`config.mk`:
```
export PLATFORM = sky130hd
export DESIGN_NAME = machine_check_pipe
export DESIGN_NICKNAME = d
export VERILOG_FILES = /design/src/rtl/machine_check_pipe.sv
export SDC_FILE = /design/constraint.sdc
export NUM_CORES = 1
export LEC_CHECK = 0
export CAP_MARGIN = 20
export CORE_AREA = 8 8 176 178
export CTS_CLUSTER_DIAMETER = 60
export DETAILED_ROUTE_END_ITERATION = 8
export DIE_AREA = 0 0 184 186
export PLACE_DENSITY = 0.56
export SLEW_MARGIN = 40
export SYNTH_ARGS = -nofsm -noshare
export SYNTH_HDL_FRONTEND = slang
export SYNTH_SLANG_ARGS = --single-unit
```
`constraint.sdc`:
```
create_clock -name system1000 -period 5 [get_ports system1000]
set_input_delay 1 -clock system1000 [delete_from_list [all_inputs] [get_ports system1000]]
set_output_delay 1 -clock system1000 [all_outputs]
set_load 0.05 [all_outputs]
```
`src/rtl/machine_check_pipe.sv`:
```
// Single-stage result checker: validates word tags and result-slot ordering,
// packs accepted results and keeps a saturating record of rejected beats.
module machine_check_pipe #(
  parameter int VW  = 63,
  parameter int NR  = 2,
  parameter int NW  = 2,
  parameter int WW  = 95,
  parameter int FCW = 16,
  localparam int CW = $clog2(NR + 1),
  localparam int DW = CW + NR * VW
) (
  input  logic                   system1000,
  input  logic                   system1000_rstn,
  input  logic                   in_valid,
  output logic                   in_ready,
  input  logic [NW*WW-1:0]       in_words,
  input  logic [NR*(VW+2)-1:0]   in_results,
  output logic                   out_valid,
  input  logic                   out_ready,
  output logic                   out_ok,
  output logic [DW-1:0]          out_data,
  input  logic                   clear_faults,
  output logic [FCW-1:0]         fault_count,
  output logic [1:0]             last_cause
);

  logic          word_fault;
  logic          res_error;
  logic          order_gap;
  logic          seen_empty;
  logic          beat_ok;
  logic          accept;
  logic          reject;
  logic [1:0]    cause;
  logic [1:0]    rtag;
  logic [VW-1:0] rval;
  logic [CW-1:0] valid_cnt;
  logic [DW-1:0] beat_data;

  assign in_ready = !out_valid || out_ready;
  assign accept   = in_valid && in_ready;
  assign reject   = accept && !beat_ok;

  // Channel 0 sits in the most significant slice of both the input and output buses.
  always_comb begin
    word_fault = 1'b0;
    res_error  = 1'b0;
    order_gap  = 1'b0;
    seen_empty = 1'b0;
    valid_cnt  = '0;
    beat_data  = '0;
    rtag       = '0;
    rval       = '0;
    for (int w = 0; w < NW; w++) begin
      if (in_words[(NW-w)*WW-1 -: 2] == 2'b01) word_fault = 1'b1;
    end
    for (int r = 0; r < NR; r++) begin
      rtag = in_results[(NR-r)*(VW+2)-1 -: 2];
      rval = in_results[(NR-1-r)*(VW+2) +: VW];
      if (rtag == 2'b01) begin
        res_error = 1'b1;
      end else if (rtag == 2'b00) begin
        seen_empty = 1'b1;
      end else begin
        if (seen_empty) order_gap = 1'b1;
        valid_cnt = valid_cnt + CW'(1);
        beat_data[(NR-1-r)*VW +: VW] = rval;
      end
    end
    beat_data[DW-1 -: CW] = valid_cnt;
  end

  // Rejection cause with fixed priority: word fault, then result error, then gap.
  always_comb begin
    cause = 2'b00;
    if (word_fault)      cause = 2'b01;
    else if (res_error)  cause = 2'b10;
    else if (order_gap)  cause = 2'b11;
    beat_ok = (cause == 2'b00);
  end

  always_ff @(posedge system1000 or negedge system1000_rstn) begin
    if (!system1000_rstn) begin
      out_valid <= 1'b0;
      out_ok    <= 1'b0;
      out_data  <= '0;
    end else if (accept) begin
      out_valid <= 1'b1;
      out_ok    <= beat_ok;
      out_data  <= beat_ok ? beat_data : '0;
    end else if (out_ready) begin
      out_valid <= 1'b0;
    end
  end

  // A clear coinciding with a rejected beat leaves exactly that one rejection recorded.
  always_ff @(posedge system1000 or negedge system1000_rstn) begin
    if (!system1000_rstn) begin
      fault_count <= '0;
      last_cause  <= 2'b00;
    end else if (clear_faults) begin
      fault_count <= reject ? FCW'(1) : '0;
      last_cause  <= reject ? cause : 2'b00;
    end else if (reject) begin
      fault_count <= (fault_count == '1) ? fault_count : fault_count + FCW'(1);
      last_cause  <= cause;
    end
  end

endmodule
```
==> summary.md <==
| Metric | Value |
|---|---|
| Die Span X | `184 um` |
| Count of routing violations after the opening detailed-route iteration | `206` |
| Count of standard-cell rows | `62` |
| Total wire length after detailed routing | `21.4 mm` |
| Detailed Place HPWL | `15.3 mm` |
| Power Total | `0.00325 W` |
| Area fraction in compound gates after synthesis | `23.7%` |
| Layout cells sized above 1 | `7.50%` |
| Post-CTS setup-driven buffer insertion count | `0` |
| Type of origin of the critical path | `input port` |
| Static leakage power | `4.02 nW` |
| Routed wirelength normalized by instance count | `19.6 um` |
| Clk Latency, worst-skew pair | `0.42 ns` |
| Maximum capacitance violations | `0` |
| Commonest cells after routing, fill and taps aside | `sky130_fd_sc_hd__clkdlybuf4s50_1 (286), sky130_fd_sc_hd__dfrtp_1 (148), sky130_fd_sc_hd__a22o_1 (126)` |
| Layout area overhead | `68.1%` |
| Category of the critical setup timing path | `input port to output pin` |
| Number of unique standard cell types used by synthesis | `41` |
| Share of the core filled with cells in the final layout | `33.8%` |
| Category of the worst setup path capture point | `output pin` |
| Minimum clock period after layout | `3.62 ns` |
| Antenna violations before repair | `1` |
| Maximum clock path buffer count | `2` |
| Number of buffers added by the clock tree synthesis step | `17` |
| Post-route antenna net violation count | `0` |
| Die height | `186 um` |
| Total of cells resized after clock tree synthesis | `0` |
| Combined area of all synthesized cells | `5670 um^2` |
| Reg clk slew, reported paths | `0.06 ns` |
| Clock root buffer | `sky130_fd_sc_hd__clkbuf_16` |
| Number of flip-flops and latches in the synthesized netlist | `148` |
| First-pass GRT wire length | `32.6 mm` |
| Layout Cell Area excl Fill | `9540 um^2` |
| Main combinational cell family by area after synthesis | `compound AO/OA/AOI/OAI gates` |
| Setup TNS after final layout | `0 ns` |
| Logic depth of the worst register-to-register path | `5` |
| Maximum number of pins on one net before global-route repair | `82` |
| Clock H-tree levels | `4` |
| Area of the die | `34,200 um^2` |
| Quantity of hold-fixing buffers added after cts | `0` |
| Highest achievable clock rate | `276 MHz` |
| Hold path depth | `2` |
| Worst Hold Class | `flip-flop to flip-flop` |
| Share of synthesized cell area in full adder, half adder and majority cells | `0.441%` |
| Proportion of synthesized area in mux cells | `0.573%` |
| CTS sink cnt | `148` |
| Count of endpoints failing setup in the final report | `0` |
| Worst Setup Slack, final | `1.38 ns` |
| Syn Area/Cell | `13.6 um^2` |
| Synthesized instance count | `418` |
| TritonCTS clock tree | `done` |
| Critical Path Fanout Max | `4` |
| Result of the run | `finished clean` |
| Via count | `4,675` |
| Diode count | `0` |
| Placement Setup Slack | `1.33 ns` |
| Max-slew violations | `0` |
| Initial Utilization | `20.1%` |
| IO Pins | `474` |
| Total global-route track usage | `12.4%` |
| RSZ-0062 raised after global routing | `no` |
| Remaining DRCs | `0` |
| Fin Clk Skew | `0.0101 ns` |
| Crit path required time | `4.00 ns` |
| Measured slew at the worst slew-check pin | `0.780 ns` |
| Hold Violations, Final | `0` |
| Peak supply drop | `0.166 mV` |
| Core Area | `28,200 um^2` |
| Number of nets in the synthesized netlist | `745` |
| Share of synthesized area occupied by flip-flops and latches | `65.3%` |
| Simple logic cell fraction of the synthesized area | `6.66%` |
| Worst slew margin | `48.0%` |
| Vias in the first global route | `5,086` |
| Most common cell after layout, fill and taps aside | `sky130_fd_sc_hd__clkdlybuf4s50_1` |
| Vias per cell | `4.29` |
| First-pass DRT Iterations | `4` |
| Ys Warns | `0` |
| Final net count | `1,021` |
| Arrival time at the worst endpoint | `2.62 ns` |
| Number of buffers inserted by port buffering | `287` |
| Total power density per cell area | `341 nW/um^2` |
| Synthesized-area fraction occupied by xor and xnor cells | `0%` |
| Placement Cell Area | `8920 um^2` |
| Placer Congestion | `0.705` |
| Share of the clock period used by the worst path | `72.4%` |
| Congestion Overflow GR | `0` |
==> final timing paths <==
kind	startpoint	endpoint	slack (ns)
max reg2reg	out_valid	fault_count[6]	2.51
min	out_data[126]	out_data[126]	0.49
max	out_ready	in_ready	1.38
min reg2reg	out_data[126]	out_data[126]	0.49
max in group asynchronous	system1000_rstn	out_data[126]	3.36
min in group asynchronous	system1000_rstn	out_data[31]	0.59
==> sequential cells by signal, indices dropped and copies added (netlist names) <==
name / flops
out_data: 128
fault_count: 16
last_cause: 2
out_ok: 1
out_valid: 1
==> power by group <==
part / leakage [nW] / internal (W) / switching, W
Combinational: 1.70 / 0.000247 / 0.000368
Sequential: 2.03 / 0.00126 / 0.0000388
Clock: 0.298 / 0.000761 / 0.000582
Total: 4.02 / 0.00227 / 0.000988
==> metal layers <==
layer	part of all wire (%)	track usage [%]
met1	44	16.1
met5	0.047	0
met2	44	18.2
met4	1.1	3.26
met3	11	5.88
==> cell type report <==
class | instances | area, um^2
Fill cell | 2850 | 18700
Sequential cell | 148 | 3700
Timing Repair Buffer | 294 | 2930
Multi-Input combinational cell | 228 | 1790
Tap cell | 384 | 480
Clock buffer | 17 | 425
Clock inverter | 15 | 188
Inverter | 5 | 18.8
==> worst max-delay path: stages <==
cell and delay (ns):
sky130_fd_sc_hd__clkdlybuf4s50_1 0.45, sky130_fd_sc_hd__nand2b_1 0.25, sky130_fd_sc_hd__clkdlybuf4s50_1 0.92
==> stage by stage <==
stage / hold WS [ns] / std cells
final: 0.489 / 1091
after global routing: 0.515 / 1091
after CTS: 0.499 / 1091
after detailed placement: 0.484 / 1059
after global placement: 0.472 / 1059
after floorplan: 0.704 / 418
==> logic make-up (layout without fill, tap and decap cells) <==
kind of cell | count (synthesis) | count (layout)
AOI/OAI and AO/OA | 163 | 163
adders and majority gates | 2 | 2
and+or+nand+nor | 60 | 60
DFF | 148 | 148
buffers and inverters | 42 | 331
muxes | 3 | 3
==> synth_stat cells <==
master / instances / area (um^2)
sky130_fd_sc_hd__a21o_1: 2 / 15.0
sky130_fd_sc_hd__a21oi_1: 11 / 55.1
sky130_fd_sc_hd__a221oi_2: 1 / 15.0
sky130_fd_sc_hd__a22o_1: 126 / 1100
sky130_fd_sc_hd__a22oi_1: 1 / 7.51
sky130_fd_sc_hd__a32o_1: 2 / 20.0
sky130_fd_sc_hd__and2_1: 1 / 6.26
sky130_fd_sc_hd__and3_1: 1 / 6.26
sky130_fd_sc_hd__and4_1: 2 / 17.5
sky130_fd_sc_hd__and4_4: 1 / 11.3
sky130_fd_sc_hd__buf_1: 1 / 3.75
sky130_fd_sc_hd__buf_2: 19 / 95.1
sky130_fd_sc_hd__buf_6: 1 / 11.3
sky130_fd_sc_hd__clkbuf_1: 16 / 60.1
sky130_fd_sc_hd__dfrtp_1: 148 / 3700
sky130_fd_sc_hd__ha_1: 2 / 25.0
sky130_fd_sc_hd__inv_1: 5 / 18.8
sky130_fd_sc_hd__mux2_2: 2 / 22.5
sky130_fd_sc_hd__mux2i_1: 1 / 10.0
sky130_fd_sc_hd__nand2_1: 11 / 41.3
sky130_fd_sc_hd__nand2_2: 1 / 6.26
sky130_fd_sc_hd__nand2b_1: 3 / 18.8
sky130_fd_sc_hd__nand3_1: 6 / 30.0
sky130_fd_sc_hd__nand4_1: 4 / 25.0
sky130_fd_sc_hd__nand4b_1: 1 / 8.76
sky130_fd_sc_hd__nor2_1: 4 / 15.0
sky130_fd_sc_hd__nor2b_1: 2 / 12.5
sky130_fd_sc_hd__nor3_1: 1 / 5.00
sky130_fd_sc_hd__nor3b_2: 1 / 12.5
sky130_fd_sc_hd__nor4_1: 1 / 6.26
sky130_fd_sc_hd__nor4_2: 2 / 25.0
sky130_fd_sc_hd__nor4b_1: 1 / 8.76
sky130_fd_sc_hd__o211ai_1: 2 / 15.0
sky130_fd_sc_hd__o21a_1: 2 / 15.0
sky130_fd_sc_hd__o21ai_0: 8 / 40.0
sky130_fd_sc_hd__o31ai_1: 8 / 60.1
sky130_fd_sc_hd__or2_1: 1 / 6.26
sky130_fd_sc_hd__or2_2: 2 / 12.5
sky130_fd_sc_hd__or3_1: 4 / 25.0
sky130_fd_sc_hd__or4_1: 9 / 67.6
sky130_fd_sc_hd__or4b_1: 1 / 10.0
Note: power is estimated with default switching activity, not from simulation.
==> patch (config.mk and constraints unchanged) <==
Change the parameter `NW` from 2 to 1.
--- a/src/rtl/machine_check_pipe.sv
+++ b/src/rtl/machine_check_pipe.sv
@@ -5,3 +5,3 @@
   parameter int NR  = 2,
-  parameter int NW  = 2,
+  parameter int NW  = 1,
   parameter int WW  = 95,
Interface: changed (resized in_words); port bits go from 474 to 379. No check against the original RTL was run, so the function may have changed too.
==> patch against the unedited design <==
- final area grew 0.55%
- sequential share of layout area shrank 0.21 points
- via count shrank 1.7%
- total power grew 7.2%
- area after synthesis shrank 0.49%
- wire length shrank 7.2%
- register-to-register slack gained 0.24 ns
- utilization grew 0.19 points
- sequential cell count is the same
- non-clock buffer count shrank 3
- worst setup slack lost 0.052 ns
- global-route usage shrank 0.92 points
- critical path type unchanged
- critical endpoint unchanged
- largest cell class unchanged
==> patch: results (changes against the unedited design) <==
fin crit period -> 3.672 ns (+0.05226 ns)
top cells by area, synth -> dfrtp_1 66%, a22o_1 20%, xnor2_1 1.7%, buf_2 1.4%, clkbuf_1 1.1%
share of layout cells above drive strength 1 -> 7.868% (+0.37 points)
Clk pwr share -> 42.5% (+1.2 points)
CP arrival -> 2.67 ns (+0.05 ns)
Worst Skew -> 0.01323 ns (+0.003111 ns)
vias in the first global route -> 4978 (-2.1%)
maximum vdd ir drop -> 0.1824 mV (+9.8%)
number of port buffers -> 285 (-0.70%)
Synth Area in Adders -> 0.4432% (+0.0021 points)
GRT Total Usage -> 11.46% (-0.92 points)
Final Cell Area -> 9593 µm² (+0.55%)
HPWL after detailed placement -> 14170 µm (-7.4%)
dpl cell area -> 8926 µm² (about the same)
RR Endpoint -> out_data[36]$_DFFE_PN0P_
worst-path fanout max -> 6 (+2)
Worst-Margin Slew -> 0.7407 ns (-0.03921 ns)
outcome -> complete, no violations
grt met1 use -> 14.20% (-1.9 points)
Yosys cell types -> 38 (-7.3%)
P_sw -> 992.2 µW (+0.38%)
Synth Area in Compound Gates -> 21.03% (-2.7 points)
met2 Usage GRT -> 17.45% (-0.73 points)
critical path's largest stage delay -> 0.89 ns (-0.03 ns)
grt met3 use -> 5.544% (-0.33 points)
final hold slack -> 0.4783 ns (-0.01096 ns)
total wire length -> 19850 µm (-7.2%)
P_leak -> 0.004097 µW (+1.8%)
routability congestion estimate -> 0.7328 (+3.9%)
## patch: cell types whose count changed after synthesis, sizes merged, moves of 3 or more
cell | unedited run | this run
buf | 21 | 16
o21ai | 8 | 4
xnor2 | 0 | 11
or4 | 9 | 1
nand3 | 6 | 10
or3 | 4 | 0
and3 | 1 | 4
and4 | 3 | 0
nor2 | 4 | 16
nor3 | 1 | 6
a21oi | 11 | 2
inv | 5 | 2
nor4 | 3 | 7
o31ai | 8 | 0
## patch: cell type report
type                    instances  share of cell area, %
well taps                     384                  5.008
flip-flops and latches        148                  38.61
inverters                       2                0.07826
clock buffers                  18                  4.578
multi-input cells             228                  18.87
clock inverters                12                  2.374
repair buffers                291                  30.48
## patch: metal layers
layer / part of all wire [%] / routed length [µm] / vias up
met5: 0.086 / 17 / -
met4: 1.0 / 202 / 2
met3: 11 / 2090 / 16
met2: 45 / 8882 / 205
met1: 44 / 8659 / 2275
li1: - / - / 2097
